--- config.mk ---
export PLATFORM = sky130hd
export DESIGN_NAME = rect_copy_controller
export DESIGN_NICKNAME = d
export VERILOG_FILES = /design/src/rtl/brus16_pkg.sv /design/src/rtl/copy_addr_counter.sv /design/src/rtl/rect_copy_controller.sv
export SDC_FILE = /design/constraint.sdc
export NUM_CORES = 1
export LEC_CHECK = 0
export BUFFER_PORTS_ARGS = -buffer_cell sky130_fd_sc_hd__clkbuf_2
export CAP_MARGIN = 20
export CORE_ASPECT_RATIO = 0.5
export CORE_MARGIN = 3
export CORE_UTILIZATION = 54
export CTS_CLUSTER_DIAMETER = 100
export DETAILED_ROUTE_END_ITERATION = 10
export GPL_TIMING_DRIVEN = 0
export PLACE_DENSITY = 0.85
export SLEW_MARGIN = 20
export SYNTH_ARGS = -nofsm -noshare
export SYNTH_HDL_FRONTEND = slang
export SYNTH_SLANG_ARGS = --single-unit
--- constraint.sdc ---
create_clock -name clk -period 6.35 [get_ports clk]
set_input_delay 0.3175 -clock clk [delete_from_list [all_inputs] [get_ports clk]]
set_output_delay 0.3175 -clock clk [all_outputs]
set_load 0.05 [all_outputs]
--- src/rtl/brus16_pkg.sv ---
// Shared definitions for the rectangle-table copy path.
// Provides the bus width constants, the default rectangle table geometry,
// the copy controller state type and a helper for the total word count.
package brus16_pkg;

    localparam int          BRUS_ADDR_WIDTH = 16;
    localparam int          BRUS_DATA_WIDTH = 16;
    localparam int          DEF_RECT_COUNT  = 64;
    localparam int          DEF_RECT_WORDS  = 5;
    localparam logic [15:0] DEF_RECT_BASE   = 16'h0000;

    typedef enum logic [1:0] {
        IDLE,
        READ,
        DRAIN,
        DONE
    } rect_copy_state_t;

    function automatic int rect_total(input int count, input int words);
        return count * words;
    endfunction

endpackage

--- src/rtl/copy_addr_counter.sv ---
// Loadable up-counter with terminal-count flag, used as the read index of
// the rectangle copy.
// Ports:
//   clk, reset   clock and asynchronous active-low reset
//   load         clear the count to zero (wins over inc)
//   inc          advance the count by one
//   count        current count
//   tc           high while count equals LAST
module copy_addr_counter
    import brus16_pkg::*;
#(
    parameter int WIDTH = 10,
    parameter int LAST  = 319
) (
    input  logic             clk,
    input  logic             reset,
    input  logic             load,
    input  logic             inc,
    output logic [WIDTH-1:0] count,
    output logic             tc
);

    logic [WIDTH-1:0] count_q;
    logic [WIDTH-1:0] count_d;

    always_comb begin
        count_d = count_q;
        if (load) begin
            count_d = '0;
        end else if (inc) begin
            count_d = count_q + WIDTH'(1);
        end
    end

    always_ff @(posedge clk or negedge reset) begin
        if (!reset) begin
            count_q <= '0;
        end else begin
            count_q <= count_d;
        end
    end

    assign count = count_q;
    assign tc    = (count_q == WIDTH'(LAST));

endmodule

--- src/rtl/rect_copy_controller.sv ---
// Copies the rectangle table from CPU data memory into the GPU rectangle
// buffer during the copy window, one word per cycle.
//
// state | meaning
// IDLE  | waiting for copy_start
// READ  | issuing reads RECT_BASE+k, writing word k-1
// DRAIN | final write of word TOTAL-1, no read
// DONE  | one-cycle done pulse
//
// Ports:
//   clk, reset            clock and asynchronous active-low reset
//   copy_start, copy      start pulse and copy window flag
//   mem_re/addr/rdata     data-memory read port (rdata one cycle after addr)
//   gpu_we/addr/wdata     GPU rect-buffer write port
//   busy, done, overrun   status: in progress, normal completion, sticky error
module rect_copy_controller
    import brus16_pkg::*;
#(
    parameter int                    ADDR_WIDTH     = BRUS_ADDR_WIDTH,
    parameter int                    DATA_WIDTH     = BRUS_DATA_WIDTH,
    parameter logic [ADDR_WIDTH-1:0] RECT_BASE      = ADDR_WIDTH'(DEF_RECT_BASE),
    parameter int                    RECT_COUNT     = DEF_RECT_COUNT,
    parameter int                    RECT_WORDS     = DEF_RECT_WORDS,
    parameter int                    GPU_ADDR_WIDTH = 9
) (
    input  logic                      clk,
    input  logic                      reset,
    input  logic                      copy_start,
    input  logic                      copy,
    output logic                      mem_re,
    output logic [ADDR_WIDTH-1:0]     mem_addr,
    input  logic [DATA_WIDTH-1:0]     mem_rdata,
    output logic                      gpu_we,
    output logic [GPU_ADDR_WIDTH-1:0] gpu_addr,
    output logic [DATA_WIDTH-1:0]     gpu_wdata,
    output logic                      busy,
    output logic                      done,
    output logic                      overrun
);

    localparam int TOTAL = rect_total(RECT_COUNT, RECT_WORDS);
    localparam int CW    = GPU_ADDR_WIDTH + 1;

    rect_copy_state_t          state_q, state_d;
    logic                      mem_re_q, mem_re_d;
    logic [ADDR_WIDTH-1:0]     mem_addr_q, mem_addr_d;
    logic                      gpu_we_q, gpu_we_d;
    logic [GPU_ADDR_WIDTH-1:0] gpu_addr_q, gpu_addr_d;
    logic                      overrun_q, overrun_d;

    logic          cnt_load;
    logic          cnt_inc;
    logic [CW-1:0] rd_idx;
    logic          rd_tc;

    copy_addr_counter #(
        .WIDTH (CW),
        .LAST  (TOTAL - 1)
    ) u_rd_idx (
        .clk   (clk),
        .reset (reset),
        .load  (cnt_load),
        .inc   (cnt_inc),
        .count (rd_idx),
        .tc    (rd_tc)
    );

    always_comb begin
        state_d    = state_q;
        mem_re_d   = 1'b0;
        mem_addr_d = mem_addr_q;
        gpu_we_d   = 1'b0;
        gpu_addr_d = gpu_addr_q;
        overrun_d  = overrun_q;
        cnt_load   = 1'b0;
        cnt_inc    = 1'b0;

        case (state_q)
            IDLE: begin
                if (copy_start) begin
                    state_d    = READ;
                    cnt_load   = 1'b1;
                    overrun_d  = 1'b0;
                    mem_re_d   = 1'b1;
                    mem_addr_d = RECT_BASE;
                end
            end
            READ: begin
                if (!copy) begin
                    // Copy window closed early: abandon the rest of the table.
                    state_d   = IDLE;
                    overrun_d = 1'b1;
                end else begin
                    if (copy_start) begin
                        overrun_d = 1'b1;
                    end
                    // The word read this cycle is written next cycle at index k.
                    gpu_we_d   = 1'b1;
                    gpu_addr_d = GPU_ADDR_WIDTH'(rd_idx);
                    if (rd_tc) begin
                        state_d = DRAIN;
                    end else begin
                        cnt_inc    = 1'b1;
                        mem_re_d   = 1'b1;
                        // Wraps modulo 2**ADDR_WIDTH by truncation.
                        mem_addr_d = RECT_BASE + ADDR_WIDTH'(rd_idx + CW'(1));
                    end
                end
            end
            DRAIN: begin
                if (!copy) begin
                    state_d   = IDLE;
                    overrun_d = 1'b1;
                end else begin
                    if (copy_start) begin
                        overrun_d = 1'b1;
                    end
                    state_d = DONE;
                end
            end
            DONE: begin
                state_d = IDLE;
            end
            default: begin
                state_d = IDLE;
            end
        endcase
    end

    always_ff @(posedge clk or negedge reset) begin
        if (!reset) begin
            state_q    <= IDLE;
            mem_re_q   <= 1'b0;
            mem_addr_q <= RECT_BASE;
            gpu_we_q   <= 1'b0;
            gpu_addr_q <= '0;
            overrun_q  <= 1'b0;
        end else begin
            state_q    <= state_d;
            mem_re_q   <= mem_re_d;
            mem_addr_q <= mem_addr_d;
            gpu_we_q   <= gpu_we_d;
            gpu_addr_q <= gpu_addr_d;
            overrun_q  <= overrun_d;
        end
    end

    assign mem_re    = mem_re_q;
    assign mem_addr  = mem_addr_q;
    assign gpu_we    = gpu_we_q;
    assign gpu_addr  = gpu_addr_q;
    // Read data arrives in the write cycle, so it goes straight to the GPU port.
    assign gpu_wdata = gpu_we_q ? mem_rdata : '0;
    assign busy      = (state_q == READ) || (state_q == DRAIN);
    assign done      = (state_q == DONE);
    assign overrun   = overrun_q;

endmodule

==> flow_summary.ini <==
[outcome]
status = finished clean

[clock_network]
ctsHtreeMaxLevel = 2
cts_setup_buffers = 0
clock_latency_ns = 0.28
clock_path_buffers = 2
cts.sinks = 35
cts_resized = 0
cts_tree = done
cts_hold_buf = 0
root_buffer = clkbuf_8
path_clk_slew_ns = 0.07
cts_inserted_buffers = 5

[critical_path]
critPathCapture = u_rd_idx.count[8]
r2r_end = u_rd_idx.count[8]
worstPathMaxFanout = 8
cpMaxStageDelayCell = o31ai_1
cp-end-kind = register
r2r_setup_slack_ns = 3.98
crit_required_ns = 6.57
ff2ff_path_depth = 5
max_stage_delay_ns = 0.92
cp_cell_sequence = ha_1 -> nand3_1 -> o31ai_1 -> o311ai_0 -> nand2_1
cp-start-kind = register
critPathBufInv = 0
crit_path_start = u_rd_idx.count[0]
crit_cells = 5
crit_arrival_ns = 2.59
crit_family = compound AO/OA/AOI/OAI gates
reg2reg_from = u_rd_idx.count[0]
critPathKind = reg -> reg

[sta]
finalSetupViolCount = 0
rsz0062_at_grt = no
tightestPinTransition_ns = 1.00
slew_violations = 0
period_share_pct = 37.3
max-slew-margin-rel_pct = 32.6
fmax_mhz = 422
tns_ns = 0
finalClockSkew_ns = 0.00648
period_needed_ns = 2.37
final_hold_viol_count = 0

[pwr]
irDropWorstVdd_mv = 0.297
sequentialPowerShare_pct = 30.7
clkPwrFrac_pct = 15.8
p_sw_w = 0.000463
total_leakage_power_nw = 1.21
combPwrFrac_pct = 53.5
p_int_w = 0.000473
p_per_area_mw_per_mm2 = 395
switching_share_pct = 49.4

[cells_and_area]
synthToLayoutAreaGrowth_pct = 23.5
fillers = 254
drive_gt1_share_pct = 33.2
antenna_cells = 0
final_cell_mix = 61 x clkbuf_2, 35 x dfrtp_1, 18 x and2_1
final_nets = 295
mostFrequentLayoutCell = clkbuf_2
final_area_mm2 = 0.00237

[global_routing]
grt_pass1_wl_mm = 6.95
grt_usage_pct = 20.7
grt_pass1_vias = 1538
overflow = 0
grt_max_degree = 36
antenna_found_initial = 0

[route]
wl_mm = 4.34
ant_nets = 0
via_per_inst = 5.30
routedWlPerCell_um = 13.7
num_vias = 1676
route.detailed.drc = 0
drt_iter0_drc = 157
drt_pre_antenna_iters = 4

[die]
boundaryPins = 66
initial_core_util_pct = 60.2
die_y_um = 48.2
die_area_mm2 = 0.00435
core_area_mm2 = 0.00319
rows = 14
dieWidth_um = 90.3

[placed_design]
place_area_mm2 = 0.00230
place_hpwl_mm = 3.37
gp_congestion = 0.908
port_buffers = 60

[synthesis]
synth-edff-count = 0
synthSimpleGateAreaFrac_pct = 19.6
synthArstFlopShare_pct = 100
yosysSeqAreaShare_pct = 45.6
synthXorXnorAreaFrac_pct = 4.10
syn_avg_cell_area_um2 = 9.70
synth_area_mm2 = 0.00192
yosys-mux-area-fraction_pct = 8.40
synth_top_family_by_area = simple AND/OR/NAND/NOR gates
ys_types = 40
yosysWarnings = 0
synth_compound_area_share_pct = 10.5
ys_seq_elements = 35
synth_ff_type = dfrtp_1
synthAdderAreaFrac_pct = 3.91
syn-instance-count = 198

[flow_run]
drv_cap = 0

[worst_hold_path]
min_path_type = in -> async
==> cell usage after synthesis (5+ instances only) <==
cell	n	area [um2]
a21oi_1	9	45.0
and2_1	18	113
buf_4	5	37.5
clkbuf_1	5	18.8
dfrtp_1	35	876
ha_1	6	75.1
inv_1	16	60.1
mux2_2	9	101
nand2_1	16	60.1
nand3_1	7	35.0
nor2_1	10	37.5
o21ai_0	10	50.1
xnor2_1	8	70.1
==> per-layer routing <==
layer	GRT usage (%)	wire length, um	vias up
met5	0	0	-
met4	8.21	34	0
met3	6.32	369	4
met2	38.2	2110	74
met1	24.2	1830	796
li1	-	-	802
==> registers in the layout (all words and copies together), names as in the netlist <==
| signal | cells |
|---|---|
| state_q | 2 |
| gpu_we | 1 |
| mem_re | 1 |
| overrun | 1 |
| mem_addr | 11 |
| gpu_addr | 9 |
| u_rd_idx.count | 10 |
==> logic make-up after synthesis <==
family,after synthesis
adder cells (fa/ha/maj),6
flip-flops,35
AO/OA/AOI/OAI,32
buffers and inverters,30
XOR/XNOR,9
AND/OR/NAND/NOR,71
other,1
multiplexers,14
==> power by group through the flow <==
stage	Sequential, W	Clock (W)	Combinational, W
detailed placement	0.000291	0	0.000500
CTS	0.000287	0.000150	0.000502
global placement	0.000289	0	0.000490
finish	0.000287	0.000148	0.000501
global route	0.000292	0.000160	0.000537
floorplan	0.000359	0	0.000322
==> stage by stage <==
step                power, W  hold slack (ns)  setup WS (ns)  std cells  utilization (%)
floorplan           0.000682           0.0219           4.30        202                -
global placement    0.000779            0.446           4.12        310             72.0
CTS                 0.000940            0.160           3.99        316             74.4
finish              0.000936            0.133           3.98        316             74.4
detailed placement  0.000791            0.464           4.01        310             72.0
global route        0.000989            0.204           3.79        316             74.4
==> area by class of cell <==
cell class | instances | area (um2) | area share (%)
Tap cell | 48 | 60.1 | 2.53
Clock buffer | 5 | 68.8 | 2.90
Sequential cell | 35 | 876 | 36.9
Timing Repair Buffer | 60 | 300 | 12.7
Multi-Input combinational cell | 137 | 912 | 38.4
Inverter | 16 | 60.1 | 2.53
Clock inverter | 1 | 7.51 | 0.316
Buffer | 14 | 87.6 | 3.69
==> worst min path at each step <==
| stage | endpoint | slack [ns] | start |
|---|---|---|---|
| 3_3_place_gp | mem_addr[3] | 0.45 | reset |
| 4_1_cts | mem_addr[5] | 0.16 | reset |
| 5_1_grt | gpu_addr[3] | 0.20 | reset |
| 2_1_floorplan | gpu_addr[0] | 0.02 | reset |
| 3_5_place_dp | mem_addr[5] | 0.46 | reset |
| 6_report | mem_addr[2] | 0.13 | reset |
Power figures use the tool's default switching activity.
